===== src/rtl/vp_sched_pkg.sv =====
// Shared types and constants for the V-P encoder / PE array scheduler.
package vp_sched_pkg;

  localparam int DATA_W = 16;
  localparam int ADDR_W = 7;
  localparam int LANES  = 3;
  localparam int LEN_W  = 11;
  localparam int CNT_W  = 16;

  typedef struct packed {
    logic [LANES-1:0][2:0][ADDR_W-1:0] addr;
    logic [LANES-1:0][DATA_W-1:0]      w;
    logic [LANES-1:0][DATA_W-1:0]      ia;
  } triplet_t;

  typedef enum logic [1:0] {IDLE, RUN, DRAIN, DONE} state_t;

endpackage


===== src/rtl/vp_triplet_fifo2.sv =====
// Two-entry shift FIFO of triplets; slot0 is always the head. Accepts up to two
// pushes per cycle and a push while full when a pop happens in the same cycle.
module vp_triplet_fifo2
  import vp_sched_pkg::*;
(
  input  logic       i_clk,
  input  logic       i_rst,
  input  logic       push_a,
  input  triplet_t   data_a,
  input  logic       push_b,
  input  triplet_t   data_b,
  input  logic       pop,
  output triplet_t   head,
  output logic [1:0] count,
  output logic       full,
  output logic       empty
);

  triplet_t   slot0, slot1, nxt0, nxt1;
  logic [1:0] count_q, base, nxt_count;

  // Pop shifts slot1 forward first, then pushes fill from the first free slot.
  // The caller guarantees push_b only when push_a lands in slot0.
  // NOTE: every always_comb output gets a default first so no latch is inferred.
  always_comb begin
    nxt0 = pop ? slot1 : slot0;
    nxt1 = slot1;
    base = count_q - {1'b0, pop};
    if (push_a) begin
      if (base == 2'd0) nxt0 = data_a;
      else              nxt1 = data_a;
    end
    if (push_b) nxt1 = data_b;
    nxt_count = base + {1'b0, push_a} + {1'b0, push_b};
  end

  // NOTE: the storage is reset as well, so the registered PE outputs read zero after reset.
  always_ff @(posedge i_clk or posedge i_rst) begin
    if (i_rst) begin
      slot0   <= '0;
      slot1   <= '0;
      count_q <= '0;
    end else begin
      // NOTE: sequential state uses non-blocking assignments only.
      slot0   <= nxt0;
      slot1   <= nxt1;
      count_q <= nxt_count;
    end
  end

  assign head  = slot0;
  assign count = count_q;
  assign full  = (count_q == 2'd2);
  assign empty = (count_q == 2'd0);

endmodule


===== src/rtl/vp_pe_scheduler.sv =====
// Job controller: starts the V-P encoder, captures left/right triplet buffers on
// ready edges into a 2-deep queue and streams them to the PE array.
module vp_pe_scheduler
  import vp_sched_pkg::*;
(
  input  logic                        i_clk,
  input  logic                        i_rst,
  input  logic                        i_job_valid,
  output logic                        o_job_ready,
  input  logic [LEN_W-1:0]            i_job_len,
  output logic                        o_enc_start,
  output logic [LEN_W-1:0]            o_enc_len,
  input  logic                        i_enc_finish,
  input  logic                        i_left_ready,
  input  logic                        i_right_ready,
  input  logic [LANES*3*ADDR_W-1:0]   i_left_addr,
  input  logic [LANES*3*ADDR_W-1:0]   i_right_addr,
  input  logic [LANES*DATA_W-1:0]     i_left_w,
  input  logic [LANES*DATA_W-1:0]     i_right_w,
  input  logic [LANES*DATA_W-1:0]     i_left_ia,
  input  logic [LANES*DATA_W-1:0]     i_right_ia,
  output logic                        o_pe_valid,
  input  logic                        i_pe_ready,
  output logic [LANES*3*ADDR_W-1:0]   o_pe_addr,
  output logic [LANES*DATA_W-1:0]     o_pe_w,
  output logic [LANES*DATA_W-1:0]     o_pe_ia,
  output logic [LANES-1:0]            o_pe_mask,
  output logic                        o_pe_last,
  output logic                        o_busy,
  output logic                        o_done,
  output logic [CNT_W-1:0]            o_triplet_cnt,
  output logic                        o_overflow
);

  state_t     state, state_nxt;
  triplet_t   left_trip, right_trip, enq_a, head;
  logic [1:0] fifo_count, free;
  logic       fifo_full, fifo_empty;
  logic       left_q, right_q, left_edge, right_edge;
  logic       left_acc, right_acc, drop, pop, job_accept;

  assign left_trip  = '{addr: i_left_addr,  w: i_left_w,  ia: i_left_ia};
  assign right_trip = '{addr: i_right_addr, w: i_right_w, ia: i_right_ia};

  always_ff @(posedge i_clk or posedge i_rst) begin
    if (i_rst) begin
      left_q  <= 1'b0;
      right_q <= 1'b0;
    end else begin
      left_q  <= i_left_ready;
      right_q <= i_right_ready;
    end
  end

  assign left_edge  = i_left_ready  & ~left_q;
  assign right_edge = i_right_ready & ~right_q;

  // Free slots count a same-cycle pop, so a full queue can still take one entry.
  assign pop       = o_pe_valid & i_pe_ready;
  assign free      = 2'd2 - fifo_count + {1'b0, pop};
  assign left_acc  = (state == RUN) & left_edge & (free != 2'd0);
  assign right_acc = (state == RUN) & right_edge &
                     (left_acc ? (free == 2'd2) : (free != 2'd0));
  assign drop      = ((state == RUN) & ((left_edge & ~left_acc) | (right_edge & ~right_acc))) |
                     ((state == DRAIN) & (left_edge | right_edge));
  assign enq_a     = left_acc ? left_trip : right_trip;

  vp_triplet_fifo2 u_fifo (
    .i_clk  (i_clk),
    .i_rst  (i_rst),
    .push_a (left_acc | right_acc),
    .data_a (enq_a),
    .push_b (left_acc & right_acc),
    .data_b (right_trip),
    .pop    (pop),
    .head   (head),
    .count  (fifo_count),
    .full   (fifo_full),
    .empty  (fifo_empty)
  );

  always_ff @(posedge i_clk or posedge i_rst) begin
    if (i_rst) state <= IDLE;
    else       state <= state_nxt;
  end

  always_comb begin
    state_nxt   = state;
    o_job_ready = 1'b0;
    o_enc_start = 1'b0;
    o_done      = 1'b0;
    case (state)
      IDLE: begin
        o_job_ready = 1'b1;
        if (i_job_valid) state_nxt = RUN;
      end
      RUN: begin
        o_enc_start = 1'b1;
        if (i_enc_finish) state_nxt = DRAIN;
      end
      DRAIN: if (fifo_empty) state_nxt = DONE;
      DONE: begin
        o_done    = 1'b1;
        state_nxt = IDLE;
      end
      default: state_nxt = IDLE;
    endcase
  end

  assign job_accept = (state == IDLE) & i_job_valid;

  always_ff @(posedge i_clk or posedge i_rst) begin
    if (i_rst) begin
      o_enc_len     <= '0;
      o_triplet_cnt <= '0;
      o_overflow    <= 1'b0;
    end else if (job_accept) begin
      o_enc_len     <= i_job_len;
      o_triplet_cnt <= '0;
      o_overflow    <= 1'b0;
    end else begin
      if (pop && o_triplet_cnt != {CNT_W{1'b1}}) o_triplet_cnt <= o_triplet_cnt + 1'b1;
      if (drop) o_overflow <= 1'b1;
    end
  end

  always_comb begin
    o_pe_mask = '0;
    for (int i = 0; i < LANES; i++) o_pe_mask[i] = (head.ia[i] != '0);
  end

  assign o_pe_valid = ~fifo_empty;
  assign o_pe_addr  = head.addr;
  assign o_pe_w     = head.w;
  assign o_pe_ia    = head.ia;
  assign o_pe_last  = o_pe_valid & (state == DRAIN) & (fifo_count == 2'd1);
  assign o_busy     = (state != IDLE);

endmodule

===== config.mk =====
export PLATFORM = sky130hd
export DESIGN_NAME = vp_pe_scheduler
export DESIGN_NICKNAME = d
export VERILOG_FILES = /design/src/rtl/vp_sched_pkg.sv /design/src/rtl/vp_triplet_fifo2.sv /design/src/rtl/vp_pe_scheduler.sv
export SDC_FILE = /design/constraint.sdc
export NUM_CORES = 1
export LEC_CHECK = 0
export BUFFER_PORTS_ARGS = -buffer_cell sky130_fd_sc_hd__buf_4
export CORE_ASPECT_RATIO = 1.75
export CORE_UTILIZATION = 30
export DETAILED_ROUTE_END_ITERATION = 6
export GPL_ROUTABILITY_DRIVEN = 0
export PLACE_DENSITY = 0.55
export SYNTH_ARGS = -nofsm -noshare
export SYNTH_HDL_FRONTEND = slang
export SYNTH_SLANG_ARGS = --single-unit

===== constraint.sdc =====
create_clock -name i_clk -period 9.8 [get_ports i_clk]
set_input_delay 0.98 -clock i_clk [delete_from_list [all_inputs] [get_ports i_clk]]
set_output_delay 0.98 -clock i_clk [all_outputs]
set_load 0.01 [all_outputs]

# Word level (Yosys, flattened, before mapping)
# Index checks and enable logic that the tools add are counted.
# word_totals
word_cells	110
regBits	352
output_inout_bits	196
inputBits	336
# op_classes
reduce_logical	14
muxes	19
n_bitwise	24
n_eq_ne	10
n_addsub	6
# op_table
op	n
159-bit two-way mux	7
16-bit nonzero test	3
16-bit two-way mux	2
16-bit by 1-bit adder with 16-bit output (second input constant)	1
16-bit inequality test (second input constant)	1
1-bit bitwise AND	15
2-bit nonzero test	5
2-bit one-hot mux with 4 select lines	1
2-bit by 1-bit adder with 2-bit output	3
2-bit == test (second input constant)	3
2-bit logical NOT	3
1-bit two-way mux	6
2-bit two-way mux	3
2-bit inequality test (second input constant)	3
1-bit NOT	5
2-bit by 1-bit == test with 1-bit output (second input constant)	2
1-bit OR	4
3-bit AND reduction	1
2-bit by 1-bit inequality test with 1-bit output (second input constant)	1
2-bit AND reduction	1
2-bit by 1-bit subtractor with 2-bit output	1
2-bit subtractor (first input constant)	1
1-bit logical AND	1

# Longest topological paths before layout
# logic_depth
depth_word	15
ltp_mapped	13
mapped_depth_nobuf	8

# Modules after synthesis
# From an unflattened synthesis, not the netlist that was laid out.
# hier_totals
cells_unflattened	2378
hier_area_um2	21853.5
# modules_own_cells
mod	instances	area_each_um2	cells_per_inst	seq_area_each_um2
vp_triplet_fifo2	1	18158.7	1993	8007.7
vp_pe_scheduler	1	3694.8	385	800.8

# Worst setup path before layout
# OpenSTA, ideal clock, no wires.
# synth_path
kind	input to register
start	input i_pe_ready
end	register u_fifo.count_q[1], in the netlist u_fifo.count[1]
t_required_ps	9676
t_arrival_ps	3312
setup_slack_ps	6364
path_stages	11
setup_time_ps	124
n_path_buf	3
path_cell_list	o21ai_1 > clkbuf_1 > buf_2 > ha_1 > xnor2_2 > and4_1 > inv_2 > clkbuf_1 > fa_1 > xor2_1 > xnor2_1
# synth_via
elab_chain_cells	9
word_cells_on_any_way	12
classes_between	4 x add/sub; 1 x eq/ne; 1 x mux; 5 x bitwise; 1 x reduce/logical
# synth_rtl
element	line_no	source
start, declared	vp_pe_scheduler.sv:23	input logic i_pe_ready,
1-bit bitwise AND *	vp_pe_scheduler.sv:59	assign pop = o_pe_valid & i_pe_ready;
2-bit by 1-bit adder with 2-bit output	vp_pe_scheduler.sv:60	assign free = 2'd2 - fifo_count + {1'b0, pop};
2-bit nonzero test	vp_pe_scheduler.sv:61, vp_pe_scheduler.sv:63	
1-bit bitwise AND	vp_pe_scheduler.sv:61	assign left_acc = (state == RUN) & left_edge & (free != 2'd0);
1-bit two-way mux	vp_pe_scheduler.sv:63	(left_acc ? (free == 2'd2) : (free != 2'd0));
1-bit bitwise AND	vp_pe_scheduler.sv:62	assign right_acc = (state == RUN) & right_edge &
1-bit OR	vp_pe_scheduler.sv:71	.push_a (left_acc | right_acc),
2-bit by 1-bit adder with 2-bit output	vp_triplet_fifo2.sv:34	nxt_count = base + {1'b0, push_a} + {1'b0, push_b};
2-bit by 1-bit adder with 2-bit output *	vp_triplet_fifo2.sv:34	
named net u_fifo.nxt_count[1]	vp_triplet_fifo2.sv:20	logic [1:0] count_q, base, nxt_count;
end signal, assigned	vp_triplet_fifo2.sv:47	count_q <= nxt_count;
end, declared	vp_triplet_fifo2.sv:20	
# The timed path passes the listed nets; every way through them passes the cells marked *.
# A chain may end at the register's enable or synchronous reset.

# Worst setup path after layout
# layout_path
start	register u_fifo.count_q[1], in the netlist u_fifo.count[1]
end	register u_fifo.slot1[1] (netlist name)
# layout_via
elab_chain_cells	11
word_cells_on_any_way	21
classes_between	3 x add/sub; 2 x eq/ne; 5 x mux; 6 x bitwise; 5 x reduce/logical
# layout_rtl
element	line_no	source
parallel branches: the longest is 11 deep, another holds 2-bit subtractor	n/a	
end signal, assigned	vp_triplet_fifo2.sv:46	slot1 <= nxt1;
end, declared	vp_triplet_fifo2.sv:19	triplet_t slot0, slot1, nxt0, nxt1;
# Several ways; the timed one is not identified. The select of a mux whose other input is x is not followed.

==> impl_metrics.csv <==
group,metric,value,unit
detailed_routing,drt_iter0_drc,1103,
die,rows,115,
cts,post_cts_resize_count,0,
detailed_routing,wl_per_cell,20.7,um
detailed_routing,viasPerCell,5.29,
finish,fin_nets,2736,
setup_path,r2r-start,"u_fifo.count[1]",
min_path,hold_class,"reg2reg",
finish,final_common_cell,"buf_4",
finish,post-route-util,40.6,%
placement,port_buffers,531,
synthesis,avgSynthCellArea,8.76,um^2
global_route,grt_pass1_wl,101,mm
cts,clock-sinks,352,
synthesis,yosysSeqAreaShare,51.2,%
sta,period_share,56.3,%
die,start_util,30.5,%
sta,maxSlewHeadroom,16.6,%
die,dieArea,58400,um^2
setup_path,startpoint_type,"flip-flop",
cts,cts_root_buf,"clkbuf_16",
cts,post-cts-setup-buffers,0,
cts,cts_buffers,37,
synthesis,ys_types,42,
setup_path,required,10.20,ns
global_route,grt_usage,21.9,%
synthesis,ys.flop_type,"dfrtp_1",
pwr,p_leak,10.5,nW
pwr,finalPower,7.11,mW
min_path,holdPathStages,2,
placement,dp.cells,3113,
setup_path,reg2reg_slack,4.28,ns
sta,period_minus_slack,5.52,ns
finish,instances_no_fill,3190,
die,io_pins,532,
setup_path,end_kind,"flip-flop",
sta,setup_viol,0,
synthesis,synth_nets,2310,
pwr,power_density,311,nW/um^2
synthesis,synth_compound_area_share,20.6,%
outcome,outcome,"finished clean",
detailed_routing,first_pass_iters,7,
global_route,grt_max_degree,166,
finish,drive_gt1_share,25.7,%
setup_path,cp_max_fo,97,
synthesis,yosys.area_share.simple,22.2,%
flow_run,drv_cap,0,
cts,clk-insertion-delay-late,0.53,ns
min_path,min_to,"o_enc_len[6]",
detailed_routing,drt_wl_total,66.1,mm
setup_path,worstPathArrival,5.92,ns
setup_path,reg2regPathDepth,10,
synthesis,yosysWarnings,0,
global_route,grt_pass1_vias,16695,
synthesis,synthXorXnorAreaFrac,0.807,%
synthesis,synthArstFlopShare,100,%
die,die_h,319,um
sta,hold_ws,0.480,ns
cts,cts.htree.levels,2,
sta,fin_skew,0.0129,ns
synthesis,yosys.area_share.adder,0.625,%
sta,fmax,0.181,GHz
synthesis,syn_area,17200,um^2
die,die_w,183,um
pwr,max-vdd-ir-drop,0.166,mV
finish,layout-area-overhead-vs-synth,33.0,%
min_path,min_from,"o_enc_len[6]",
sta,setup_tns,0,ns
detailed_routing,drc,0,
sta,drv_slew,0,
cts,path_clk_slew,0.06,ns
setup_path,crit_type,"reg2reg",
global_route,grt_overflow,0,
synthesis,synth_edf_count,0,
sta,rsz0062_at_grt,"no",
synthesis,synth_top_family_by_area,"simple AND/OR/NAND/NOR gates",
cts,cts_tree,"done",
placement,place_hpwl,41.8,mm
setup_path,reg2reg_to,"u_fifo.slot1[1]",
detailed_routing,vias,16883,
cts,ctsHoldBuffers,0,
synthesis,syn-instance-count,1966,
synthesis,synthMuxAreaShare,0,%
finish,layout_common_cells,"buf_4 (551), nand2_1 (367), dfrtp_1 (352), nor2_1 (297), and2_1 (161)",
detailed_routing,ant_nets,0,
sta,hold_viol,0,
sta,tightest_slew,1.25,ns
die,core_area,56400,um^2
global_route,antenna_found_initial,15,
synthesis,synth_seq_cells,352,
cts,clock_path_buffers,3,
worst max-delay path, stage by stage (launching register included):
cell	delay [ns]
dfrtp_1	0.51
o21ai_4	0.19
buf_4	0.64
inv_6	0.54
ha_1	0.58
and4_1	0.26
inv_2	0.66
nand3_4	0.88
buf_4	0.71
o22ai_1	0.25
nor2_1	0.06
metal layers:
metal | up-vias | share of wire (%) | GRT usage, %
li1 | 7804 | - | -
met1 | 8210 | 38 | 26.0
met2 | 746 | 50 | 37.4
met3 | 121 | 8.1 | 5.09
met4 | 2 | 4.0 | 9.61
met5 | - | 0.021 | 0
sequential cells by signal (all words and copies together), names as in the netlist:
signal,cells
u_fifo.head,159
u_fifo.slot1,159
o_triplet_cnt,16
o_enc_len,11
state,2
u_fifo.count,2
left_q,1
o_overflow,1
right_q,1
where the power goes:
group | leakage [nW] | internal (mW) | switching, mW
registers | 4.20 | 2.18 | 0.459
logic | 5.64 | 1.39 | 1.61
clock network | 0.612 | 0.866 | 0.610
synth_stat cells (2+ instances only):
cell type / count / area (um^2)
buf_4: 5 / 37.5
dfrtp_1: 352 / 8810
a21oi_1: 42 / 210
buf_2: 91 / 455
o22ai_1: 159 / 995
or3_1: 3 / 18.8
clkbuf_1: 67 / 251
inv_2: 2 / 7.51
nand4_1: 12 / 75.1
xor2_1: 10 / 87.6
nor4_1: 13 / 81.3
buf_1: 2 / 7.51
inv_1: 9 / 33.8
nor3_1: 4 / 20.0
nand2_1: 367 / 1380
nand3_1: 6 / 30.0
ha_1: 7 / 87.6
and4_1: 2 / 17.5
xnor2_1: 4 / 35.0
nor2b_1: 3 / 18.8
a31oi_1: 160 / 1000
nor2_1: 297 / 1110
o21ai_0: 7 / 35.0
and2_1: 161 / 1010
and3_1: 5 / 31.3
a211oi_1: 159 / 1190
o21a_1: 2 / 15.0
layout make-up:
class | instances | area [um^2]
Fill cell | 5718 | 33500
Multi-Input combinational cell | 1438 | 7660
Sequential cell | 352 | 8810
Timing Repair Buffer | 552 | 4160
Clock buffer | 52 | 1070
Clock inverter | 11 | 159
Tap cell | 760 | 951
Inverter | 11 | 50.0
Antenna cell | 14 | 35.0
worst max path at each step:
stage                    startpoint           endpoint  depth (start not counted)
finish              u_fifo.count[1]    u_fifo.slot1[1]                         10
global route        u_fifo.count[1]  u_fifo.slot1[133]                         10
detailed placement       i_pe_ready  u_fifo.slot1[157]                         11
CTS                 u_fifo.count[1]  u_fifo.slot1[157]                         10
global placement         i_pe_ready  u_fifo.slot1[127]                         11
floorplan                     i_rst             left_q                          1
stage by stage:
step	setup WS [ns]	area, um^2
final	4.28	22900
after global routing	3.93	22900
after CTS	4.12	22900
after detailed placement	3.67	21600
after global placement	3.81	21600
after floorplan	4.11	17200
cell families (layout without fill, tap and decap cells):
group | after synthesis | in the layout
adders and majority gates | 8 | 8
buffers and inverters | 176 | 626
DFF | 352 | 352
and+or+nand+nor | 877 | 877
xor gates and xnor gates | 15 | 15
AOI/OAI and AO/OA | 538 | 538
other | 0 | 14
(Power assumes the default switching activity.)
